===== src/rtl/inst_fetch_queue_if.sv =====
// Fetch-queue bundle: imem request/response, issue handshake,
// redirect and drain status.
interface inst_fetch_queue_if #(
  parameter int XLEN = 32
);
  logic            imem_req;
  logic [XLEN-1:0] imem_addr;
  logic [XLEN-1:0] imem_rdata;
  logic            iq_valid;
  logic            iq_ready;
  logic [XLEN-1:0] iq_instr;
  logic [XLEN-1:0] iq_pc;
  logic            redirect_valid;
  logic [XLEN-1:0] redirect_pc;
  logic            fetch_done;

  modport master (
    output imem_req,
    output imem_addr,
    input  imem_rdata,
    output iq_valid,
    input  iq_ready,
    output iq_instr,
    output iq_pc,
    input  redirect_valid,
    input  redirect_pc,
    output fetch_done
  );

  modport slave (
    input  imem_req,
    input  imem_addr,
    output imem_rdata,
    input  iq_valid,
    output iq_ready,
    input  iq_instr,
    input  iq_pc,
    output redirect_valid,
    output redirect_pc,
    input  fetch_done
  );
endinterface


===== src/rtl/inst_fetch_queue.sv =====
// Tomasulo front end: sequential fetch from a synchronous imem into
// an in-order instruction FIFO, with halt detection and redirect.
module inst_fetch_queue #(
  parameter int              DEPTH      = 8,
  parameter int              XLEN       = 32,
  parameter logic [XLEN-1:0] HALT_INSTR = XLEN'(32'h0000_0073)
) (
  input logic              clk,
  input logic              reset,
  inst_fetch_queue_if.master bus
);

  localparam int AW = $clog2(DEPTH);
  localparam int CW = AW + 1;

  typedef enum logic {
    FETCH,
    HALTED
  } state_t;

  state_t          state;
  state_t          state_nxt;

  logic [XLEN-1:0] pc;
  logic [XLEN-1:0] resp_pc;
  logic            pending;
  logic            squash;
  logic            done_q;
  logic [CW-1:0]   count;
  logic [AW-1:0]   head;
  logic [AW-1:0]   tail;

  logic [XLEN-1:0] instr_mem [DEPTH];
  logic [XLEN-1:0] pc_mem    [DEPTH];

  logic [CW-1:0]   credit;
  logic            req;
  logic            resp_ok;
  logic            is_halt;
  logic            enq;
  logic            deq;
  logic            nonempty;
  logic            done_cond;

  // Credit counts the in-flight response so the FIFO can never overflow.
  assign credit    = count + CW'(pending);
  assign nonempty  = (count != '0);
  assign deq       = bus.iq_valid && bus.iq_ready;
  assign done_cond = (state == HALTED) && !nonempty && !pending;

  always_comb begin
    state_nxt = state;
    req       = 1'b0;
    resp_ok   = 1'b0;
    is_halt   = 1'b0;
    enq       = 1'b0;

    req = (state == FETCH)
       && (credit < CW'(DEPTH))
       && !bus.redirect_valid
       && !reset;

    resp_ok = pending
           && !squash
           && !bus.redirect_valid
           && (state == FETCH);

    is_halt = resp_ok && (bus.imem_rdata == HALT_INSTR);
    enq     = resp_ok && !is_halt;

    unique case (1'b1)
      bus.redirect_valid: state_nxt = FETCH;
      is_halt:            state_nxt = HALTED;
      default:            state_nxt = state;
    endcase
  end

  always_ff @(posedge clk or posedge reset) begin
    if (reset) begin
      state <= FETCH;
    end else begin
      state <= state_nxt;
    end
  end

  always_ff @(posedge clk or posedge reset) begin
    if (reset) begin
      pc      <= '0;
      resp_pc <= '0;
      pending <= 1'b0;
      squash  <= 1'b0;
      done_q  <= 1'b0;
      count   <= '0;
      head    <= '0;
      tail    <= '0;
    end else if (bus.redirect_valid) begin
      pc      <= {bus.redirect_pc[XLEN-1:2], 2'b00};
      pending <= 1'b0;
      squash  <= 1'b0;
      done_q  <= 1'b0;
      count   <= '0;
      head    <= '0;
      tail    <= '0;
    end else begin
      pending <= req;
      if (req) begin
        pc      <= pc + XLEN'(4);
        resp_pc <= pc;
      end
      // A request racing the halt response is already doomed.
      if (is_halt && req) begin
        squash <= 1'b1;
      end else if (pending) begin
        squash <= 1'b0;
      end
      if (enq) begin
        tail <= tail + AW'(1);
      end
      if (deq) begin
        head <= head + AW'(1);
      end
      count  <= count + CW'(enq) - CW'(deq);
      done_q <= done_cond;
    end
  end

  always_ff @(posedge clk) begin
    if (enq) begin
      instr_mem[tail] <= bus.imem_rdata;
      pc_mem[tail]    <= resp_pc;
    end
  end

  assign bus.imem_req   = req;
  assign bus.imem_addr  = pc;
  assign bus.iq_valid   = nonempty && !bus.redirect_valid;
  assign bus.iq_instr   = nonempty ? instr_mem[head] : '0;
  assign bus.iq_pc      = nonempty ? pc_mem[head] : '0;
  assign bus.fetch_done = done_q;

endmodule


===== src/flat_wrapper.sv =====
// flat-port wrapper written by rule: the top's interface ports become plain ports
module inst_fetch_queue_flat 
#(
  parameter int              DEPTH      = 8,
  parameter int              XLEN       = 32,
  parameter logic [XLEN-1:0] HALT_INSTR = XLEN'(32'h0000_0073)
)
  (clk, reset, bus_imem_req, bus_imem_addr, bus_imem_rdata, bus_iq_valid, bus_iq_ready, bus_iq_instr, bus_iq_pc, bus_redirect_valid, bus_redirect_pc, bus_fetch_done);
  inst_fetch_queue_if #(.XLEN(XLEN)) bus_i ();
  input logic clk;
  input logic reset;
  output wire logic [$bits(bus_i.imem_req)-1:0] bus_imem_req;
  output wire logic [$bits(bus_i.imem_addr)-1:0] bus_imem_addr;
  input wire logic [$bits(bus_i.imem_rdata)-1:0] bus_imem_rdata;
  output wire logic [$bits(bus_i.iq_valid)-1:0] bus_iq_valid;
  input wire logic [$bits(bus_i.iq_ready)-1:0] bus_iq_ready;
  output wire logic [$bits(bus_i.iq_instr)-1:0] bus_iq_instr;
  output wire logic [$bits(bus_i.iq_pc)-1:0] bus_iq_pc;
  input wire logic [$bits(bus_i.redirect_valid)-1:0] bus_redirect_valid;
  input wire logic [$bits(bus_i.redirect_pc)-1:0] bus_redirect_pc;
  output wire logic [$bits(bus_i.fetch_done)-1:0] bus_fetch_done;
  assign bus_imem_req = bus_i.imem_req;
  assign bus_imem_addr = bus_i.imem_addr;
  assign bus_i.imem_rdata = bus_imem_rdata;
  assign bus_iq_valid = bus_i.iq_valid;
  assign bus_i.iq_ready = bus_iq_ready;
  assign bus_iq_instr = bus_i.iq_instr;
  assign bus_iq_pc = bus_i.iq_pc;
  assign bus_i.redirect_valid = bus_redirect_valid;
  assign bus_i.redirect_pc = bus_redirect_pc;
  assign bus_fetch_done = bus_i.fetch_done;
  inst_fetch_queue #(.DEPTH(DEPTH), .XLEN(XLEN), .HALT_INSTR(HALT_INSTR)) u_core (.clk(clk), .reset(reset), .bus(bus_i));
endmodule

===== config.mk =====
export PLATFORM = sky130hd
export DESIGN_NAME = inst_fetch_queue_flat
export DESIGN_NICKNAME = d
export VERILOG_FILES = /design/src/rtl/inst_fetch_queue_if.sv /design/src/rtl/inst_fetch_queue.sv /design/src/flat_wrapper.sv
export SDC_FILE = /design/constraint.sdc
export NUM_CORES = 1
export LEC_CHECK = 0
export CAP_MARGIN = 25
export CORE_MARGIN = 4
export CORE_UTILIZATION = 35
export DETAILED_ROUTE_END_ITERATION = 10
export SLEW_MARGIN = 0
export SYNTH_ARGS = -nofsm -noshare
export SYNTH_HDL_FRONTEND = slang
export SYNTH_SLANG_ARGS = --single-unit

===== constraint.sdc =====
create_clock -name clk -period 9.55 [get_ports clk]
set_input_delay 2.3875 -clock clk [delete_from_list [all_inputs] [get_ports clk]]
set_output_delay 2.3875 -clock clk [all_outputs]
set_load 0.02 [all_outputs]

Yosys cells after proc, flatten, opt, wreduce, memory -nomap -nowiden

Memory sizes are Yosys's and may differ from the RTL's.
Cells that the tools add are included.

Register bits after elaboration: 78
Memory bits (writable): 512
Input port bits: 68
Logic and storage cells: 64
Memories kept: 2

Add/sub/neg operators: 6
$lt $le $gt $ge: 1
Equality and inequality tests: 1
Multiplexer cells: 17
Bitwise operators: 2
Reduce and logical (&&, ||, !) cells: 26

Memory list:

| memory           | depth | bits a word | read ports | clocked after Yosys merged registers in | write ports | line                   | RTL |
|---|---|---|---|---|---|---|---|
| u_core.instr_mem | 8     | 32          | 1          | 0                                       | 1           | inst_fetch_queue.sv:33 | `logic [XLEN-1:0] instr_mem [DEPTH];` |
| u_core.pc_mem    | 8     | 32          | 1          | 0                                       | 1           | inst_fetch_queue.sv:34 | `logic [XLEN-1:0] pc_mem [DEPTH];` |

Operators by type and width:

| kind                                           | number |
|---|---|
| two-way mux 32 bit                             | 4 |
| adder 32 x 3 -> 32 bit, second input constant  | 1 |
| == test 32 x 7 -> 1 bit, second input constant | 1 |
| logical AND 1 bit                              | 13 |
| two-way mux 3 bit                              | 4 |
| adder 4 x 1 -> 4 bit                           | 2 |
| nonzero test 2 bit                             | 4 |
| two-way mux 1 bit                              | 7 |
| adder 3 x 1 -> 3 bit, second input constant    | 2 |
| zero test 1 bit                                | 6 |
| < comparator 4 bit, second input constant      | 1 |
| two-way mux 4 bit                              | 1 |
| nonzero test 4 bit                             | 1 |
| subtractor 4 x 1 -> 4 bit                      | 1 |
| nonzero test 3 bit                             | 1 |
| inverter 1 bit                                 | 2 |
| case mux 1 bit (2 select lines)                | 1 |
| AND reduction 2 bit                            | 1 |

Longest topological paths before layout

Depth after elaboration: 10
Mapped depth: 12
Depth with buffers taken out: 12

Worst setup path after synthesis

Ideal clock, no wire load.

Kind: input port to flip-flop
Start: in bus_redirect_valid
End: mem u_core.instr_mem[1][0], enable pin
Setup time: 657 ps
Data arrival time: 9755 ps
Required time: 8893 ps
Setup slack: -862 ps
Stages: 5
Cells stage by stage: buf_2 nor4b_1 o21ai_1 clkbuf_1 nor4b_1

Word-level cells in the longest chain between the ends: 8

RTL lines:

| element                                   | line                    | RTL |
|---|---|---|
| start: declaration                        | flat_wrapper.sv:19      | `input wire logic [$bits(bus_i.redirect_valid)-1:0] bus_redirect_valid;` |
| zero test 1 bit *                         | inst_fetch_queue.sv:65  | `&& !bus.redirect_valid` |
| logical AND 1 bit *                       | inst_fetch_queue.sv:65  |  |
| logical AND 1 bit *                       | inst_fetch_queue.sv:66  | `&& (state == FETCH);` |
| logical AND 1 bit                         | inst_fetch_queue.sv:68  | `is_halt = resp_ok && (bus.imem_rdata == HALT_INSTR);` |
| zero test 1 bit                           | inst_fetch_queue.sv:69  | `enq = resp_ok && !is_halt;` |
| logical AND 1 bit *                       | inst_fetch_queue.sv:69  |  |
| two-way mux 1 bit *                       | inst_fetch_queue.sv:128 | `if (enq) begin` |
| two-way mux 1 bit (not written as such) * | inst_fetch_queue.sv:129 | `instr_mem[tail] <= bus.imem_rdata;` |
| end: declaration                          | inst_fetch_queue.sv:33  |  |

Every way passes the cells marked *; elsewhere a longest branch is shown, timed or not.

Final worst setup path

Start: in reset
End: out bus_imem_req

Word-level cells in the longest chain between the ends: 2

RTL lines:

| element            | line                   | RTL |
|---|---|---|
| start: declaration | flat_wrapper.sv:11     | `input logic reset;` |
| zero test 1 bit    | inst_fetch_queue.sv:61 | `&& !reset;` |
| logical AND 1 bit  | inst_fetch_queue.sv:61 |  |
| end: declaration   | flat_wrapper.sv:12     | `output wire logic [$bits(bus_i.imem_req)-1:0] bus_imem_req;` |

No other way between the ends.

==> flow_summary.json <==
{
  "stdcell_area_um2": 27500,
  "tightest_slew_ns": 0.941,
  "h-tree-depth": 2,
  "port_buffers": 160,
  "routability_driven_placement_congestion_ratio": 0.790,
  "clock_sinks": 570,
  "fin_ws_ns": 3.00,
  "track_usage": 0.152,
  "ctsResizeCount": 0,
  "final-setup-viol-count": 0,
  "wire_per_inst_um": 23.2,
  "critical_path.max_fanout": 6,
  "crit_slowest_cell": "sky130_fd_sc_hd__clkdlybuf4s50_1",
  "grt_max_degree": 83,
  "layout_worst_path_cycle_share": 0.686,
  "power_mw": 7.04,
  "clock_pin_slew_of_the_registers_on_the_worst_case_setup_and_hold_paths_ns": 0.06,
  "rrSetupSlack_ns": 6.34,
  "cts_tree": "yes",
  "outcome": "finished clean",
  "place_worst_setup_slack_ns": 2.98,
  "clkLatencyLatePin_ns": 0.62,
  "clock_tree.root_cell": "sky130_fd_sc_hd__clkbuf_16",
  "io_pins": 167,
  "synth_area_um2": 22900,
  "power_density_nw_per_um2": 256,
  "grt_pass1_vias": 12700,
  "vias": 12000,
  "die_height_um": 264,
  "register_area_um2": 16800,
  "initial_core_util": 0.354,
  "cpLargestDelayFamily": "buffers and inverters",
  "cp.buffers_inverters": 2,
  "multi_input_comb_area_um2": 5840,
  "postCtsHoldBufs": 0,
  "cts.repair_timing.setup_buffer_count": 0,
  "criticalPathCategory": "input pin to primary output",
  "filler_cell_count": 5704,
  "fin_skew_ns": 0.0293,
  "worstPathRequired_ns": 7.16,
  "die_area_um2": 69600,
  "final_period_minus_worst_setup_slack_ns": 6.55,
  "rsz0062_at_grt": "no",
  "synth_top_flop_cell": "sky130_fd_sc_hd__edfxtp_1",
  "clk_path_buf_depth": 3,
  "critPathMaxStageDelay_ns": 0.61,
  "drt_iter0_drc": 743,
  "finalWirelength_mm": 53.2,
  "crit_chain": "clkdlybuf4s50_1 > nor2_2 > o21ai_2 > nor2_1 > clkdlybuf4s50_1",
  "maxSlewViolCount": 0,
  "yosys_warnings": 0,
  "post_synth_edffs": 496,
  "final_hold_viol_count": 0,
  "synth.ff_latch_count": 570,
  "floorplan.rows": 93,
  "type_of_element_capturing_the_critical_path": "primary output",
  "hold_class": "register to register",
  "worstPathArrival_ns": 4.16,
  "gr-total-overflow": 0,
  "first_pass_iters": 5,
  "cts_inserted_buffers": 58,
  "dieWidth_um": 264,
  "path_common_cell": "sky130_fd_sc_hd__clkdlybuf4s50_1",
  "synthDistinctLibCells": 63,
  "max-slew-margin-rel": 0.373,
  "syn-mean-instance-area_um2": 18.9,
  "post_synthesis_instance_total": 1208,
  "yosysSeqAreaShare": 0.732,
  "place_area_um2": 25500,
  "areaGrowthSynthToFinish_pct": 20.1,
  "antenna_found_initial": 1,
  "floorplan.core_area_um2": 64600,
  "fmax_ghz": 0.153,
  "power.static_leakage_nw": 8.60,
  "ffs_w_async_s_r_synth": 0.130,
  "crit_path_start_kind": "input pin",
  "ant_nets": 0,
  "dp.final_hpwl_mm": 29.7,
  "vias_per_cell": 5.23,
  "nNetsFinal": 1467,
  "route.detailed.drc": 0,
  "ir_worst_vdd_v": 0.000193,
  "cap_viol_max_count": 0,
  "wire_length_of_the_first_global_routing_pass_mm": 80.8,
  "drive_gt1_frac": 0.186,
  "ant_diodes": 0
}
-- path summary, 6_finish.rpt --
kind	to	depth (start not counted)	start
setup / recovery	bus_imem_req	5	reset
hold / removal	u_core.bus.fetch_done	1	u_core.pending
setup reg to reg	u_core.instr_mem[5][16]	6	u_core.state
hold reg to reg	u_core.bus.fetch_done	1	u_core.pending
max in group asynchronous	u_core.head[0]	3	reset
min in group asynchronous	u_core.bus.imem_addr[15]	2	reset
-- where the power goes --
group          leakage, nW  switching (mW)  total [mW]  internal [mW]
registers             5.31           0.214        3.15           2.94
clock network        0.933           0.938        2.28           1.35
logic                 2.35           0.829        1.60          0.776
-- metal layers --
metal | global-route usage | wire length [µm] | up-vias
li1 | - | - | 5271
met3 | 0.0311 | 3090 | 85
met5 | 0 | 0 | -
met4 | 0.0346 | 1050 | 0
met1 | 0.207 | 23200 | 6282
met2 | 0.253 | 25800 | 344
-- registers in the layout, indices dropped and copies added, names as in the netlist --
signal / count
u_core.resp_pc: 30
u_core.bus.fetch_done: 1
u_core.pending: 1
u_core.pc_mem: 240
u_core.state: 1
u_core.head: 3
u_core.instr_mem: 256
u_core.count: 4
u_core.bus.imem_addr: 30
u_core.squash: 1
u_core.tail: 3
-- synth_stat cells (2+ instances only) --
master                     number  share of area
sky130_fd_sc_hd__xnor2_1        2        0.00077
sky130_fd_sc_hd__a221oi_1       2        0.00077
sky130_fd_sc_hd__nor4b_1        4         0.0015
sky130_fd_sc_hd__a22o_1         3         0.0011
sky130_fd_sc_hd__a21oi_1        9         0.0020
sky130_fd_sc_hd__o21ai_0       11         0.0024
sky130_fd_sc_hd__nor4_1        17         0.0046
sky130_fd_sc_hd__dfrtp_1       74          0.081
sky130_fd_sc_hd__nand3_1       25         0.0055
sky130_fd_sc_hd__nand2b_1       4         0.0011
sky130_fd_sc_hd__or3_1          2        0.00055
sky130_fd_sc_hd__mux2_1        21          0.010
sky130_fd_sc_hd__clkbuf_1      28         0.0046
sky130_fd_sc_hd__a31oi_1        8         0.0022
sky130_fd_sc_hd__nor2_1        89          0.015
sky130_fd_sc_hd__nor3_1         5         0.0011
sky130_fd_sc_hd__buf_4          5         0.0016
sky130_fd_sc_hd__nor2b_1       11         0.0030
sky130_fd_sc_hd__and2_1         3        0.00082
sky130_fd_sc_hd__inv_1         14         0.0023
sky130_fd_sc_hd__o31a_1         2        0.00077
sky130_fd_sc_hd__ha_1           9         0.0049
sky130_fd_sc_hd__nand2_1       28         0.0046
sky130_fd_sc_hd__o211ai_1       8         0.0026
sky130_fd_sc_hd__a22oi_1        2        0.00066
sky130_fd_sc_hd__and3_1         4         0.0011
sky130_fd_sc_hd__mux4_2       124           0.12
sky130_fd_sc_hd__buf_2         23         0.0050
sky130_fd_sc_hd__or4_1         11         0.0036
sky130_fd_sc_hd__o31ai_1        5         0.0016
sky130_fd_sc_hd__edfxtp_1     496           0.65
sky130_fd_sc_hd__and4_1         7         0.0027
sky130_fd_sc_hd__mux2_2        12         0.0059
sky130_fd_sc_hd__xor2_1         6         0.0023
sky130_fd_sc_hd__o21ai_1       10         0.0022
sky130_fd_sc_hd__nor3b_1        2        0.00066
sky130_fd_sc_hd__nand4_1       21         0.0057
sky130_fd_sc_hd__buf_1         12         0.0020
sky130_fd_sc_hd__mux2i_1       65          0.028
-- cell type report --
| class | count | share of cell area |
|---|---|---|
| inverter | 14 | 0.00196 |
| clock buffer | 74 | 0.0554 |
| tap | 855 | 0.0389 |
| sequential | 570 | 0.610 |
| multi-input combinational | 558 | 0.212 |
| clock inverter | 34 | 0.0153 |
| timing repair buffer | 187 | 0.0664 |
-- through the flow --
step	hold WS (ns)	TNS, ns	std cells	util
global route	0.598	0	2292	0.426
global placement	0.537	0	2182	0.395
finish	0.562	0	2292	0.426
detailed placement	0.545	0	2182	0.395
CTS	0.564	0	2290	0.425
floorplan	0.480	-182.65	1211	-
-- cell families after synthesis --
logic type,after synthesis,synth area share
buffers and inverters,83,0.0160
xor gates and xnor gates,8,0.00306
and+or+nand+nor,241,0.0543
DFF,570,0.732
adders and majority gates,10,0.00579
AOI/OAI and AO/OA,73,0.0223
other,1,0.000164
muxes,222,0.167
-- cell usage in the layout, fill, tap and decap left out, drive strengths merged, types with 4 or more instances in the layout --
| cell type | count |
|---|---|
| xor2 | 6 |
| a31oi | 9 |
| and4 | 7 |
| clkinv | 23 |
| nor2b | 11 |
| o211ai | 8 |
| clkbuf | 74 |
| nand3 | 25 |
| o21ai | 22 |
| mux2i | 65 |
| nor2 | 90 |
| and3 | 4 |
| clkdlybuf4s50 | 159 |
| nor4b | 4 |
| edfxtp | 496 |
| conb | 4 |
| o31ai | 5 |
| mux2 | 33 |
| dfrtp | 74 |
| inv | 14 |
| a21oi | 9 |
| mux4 | 124 |
| buf | 28 |
| nand2 | 28 |
| nand2b | 4 |
| or4 | 11 |
| nand4 | 21 |
| nor4 | 18 |
| ha | 9 |
| nor3 | 5 |
| bufinv | 8 |
-- worst register-to-register path: cells and delay by family (launching register included) --
family	cells	cell delay, ns
buffers and inverters	3	1.41
DFF	1	0.46
AOI/OAI and AO/OA	1	0.18
and+or+nand+nor	2	0.75
No activity file was read; power rests on OpenSTA's default activity.
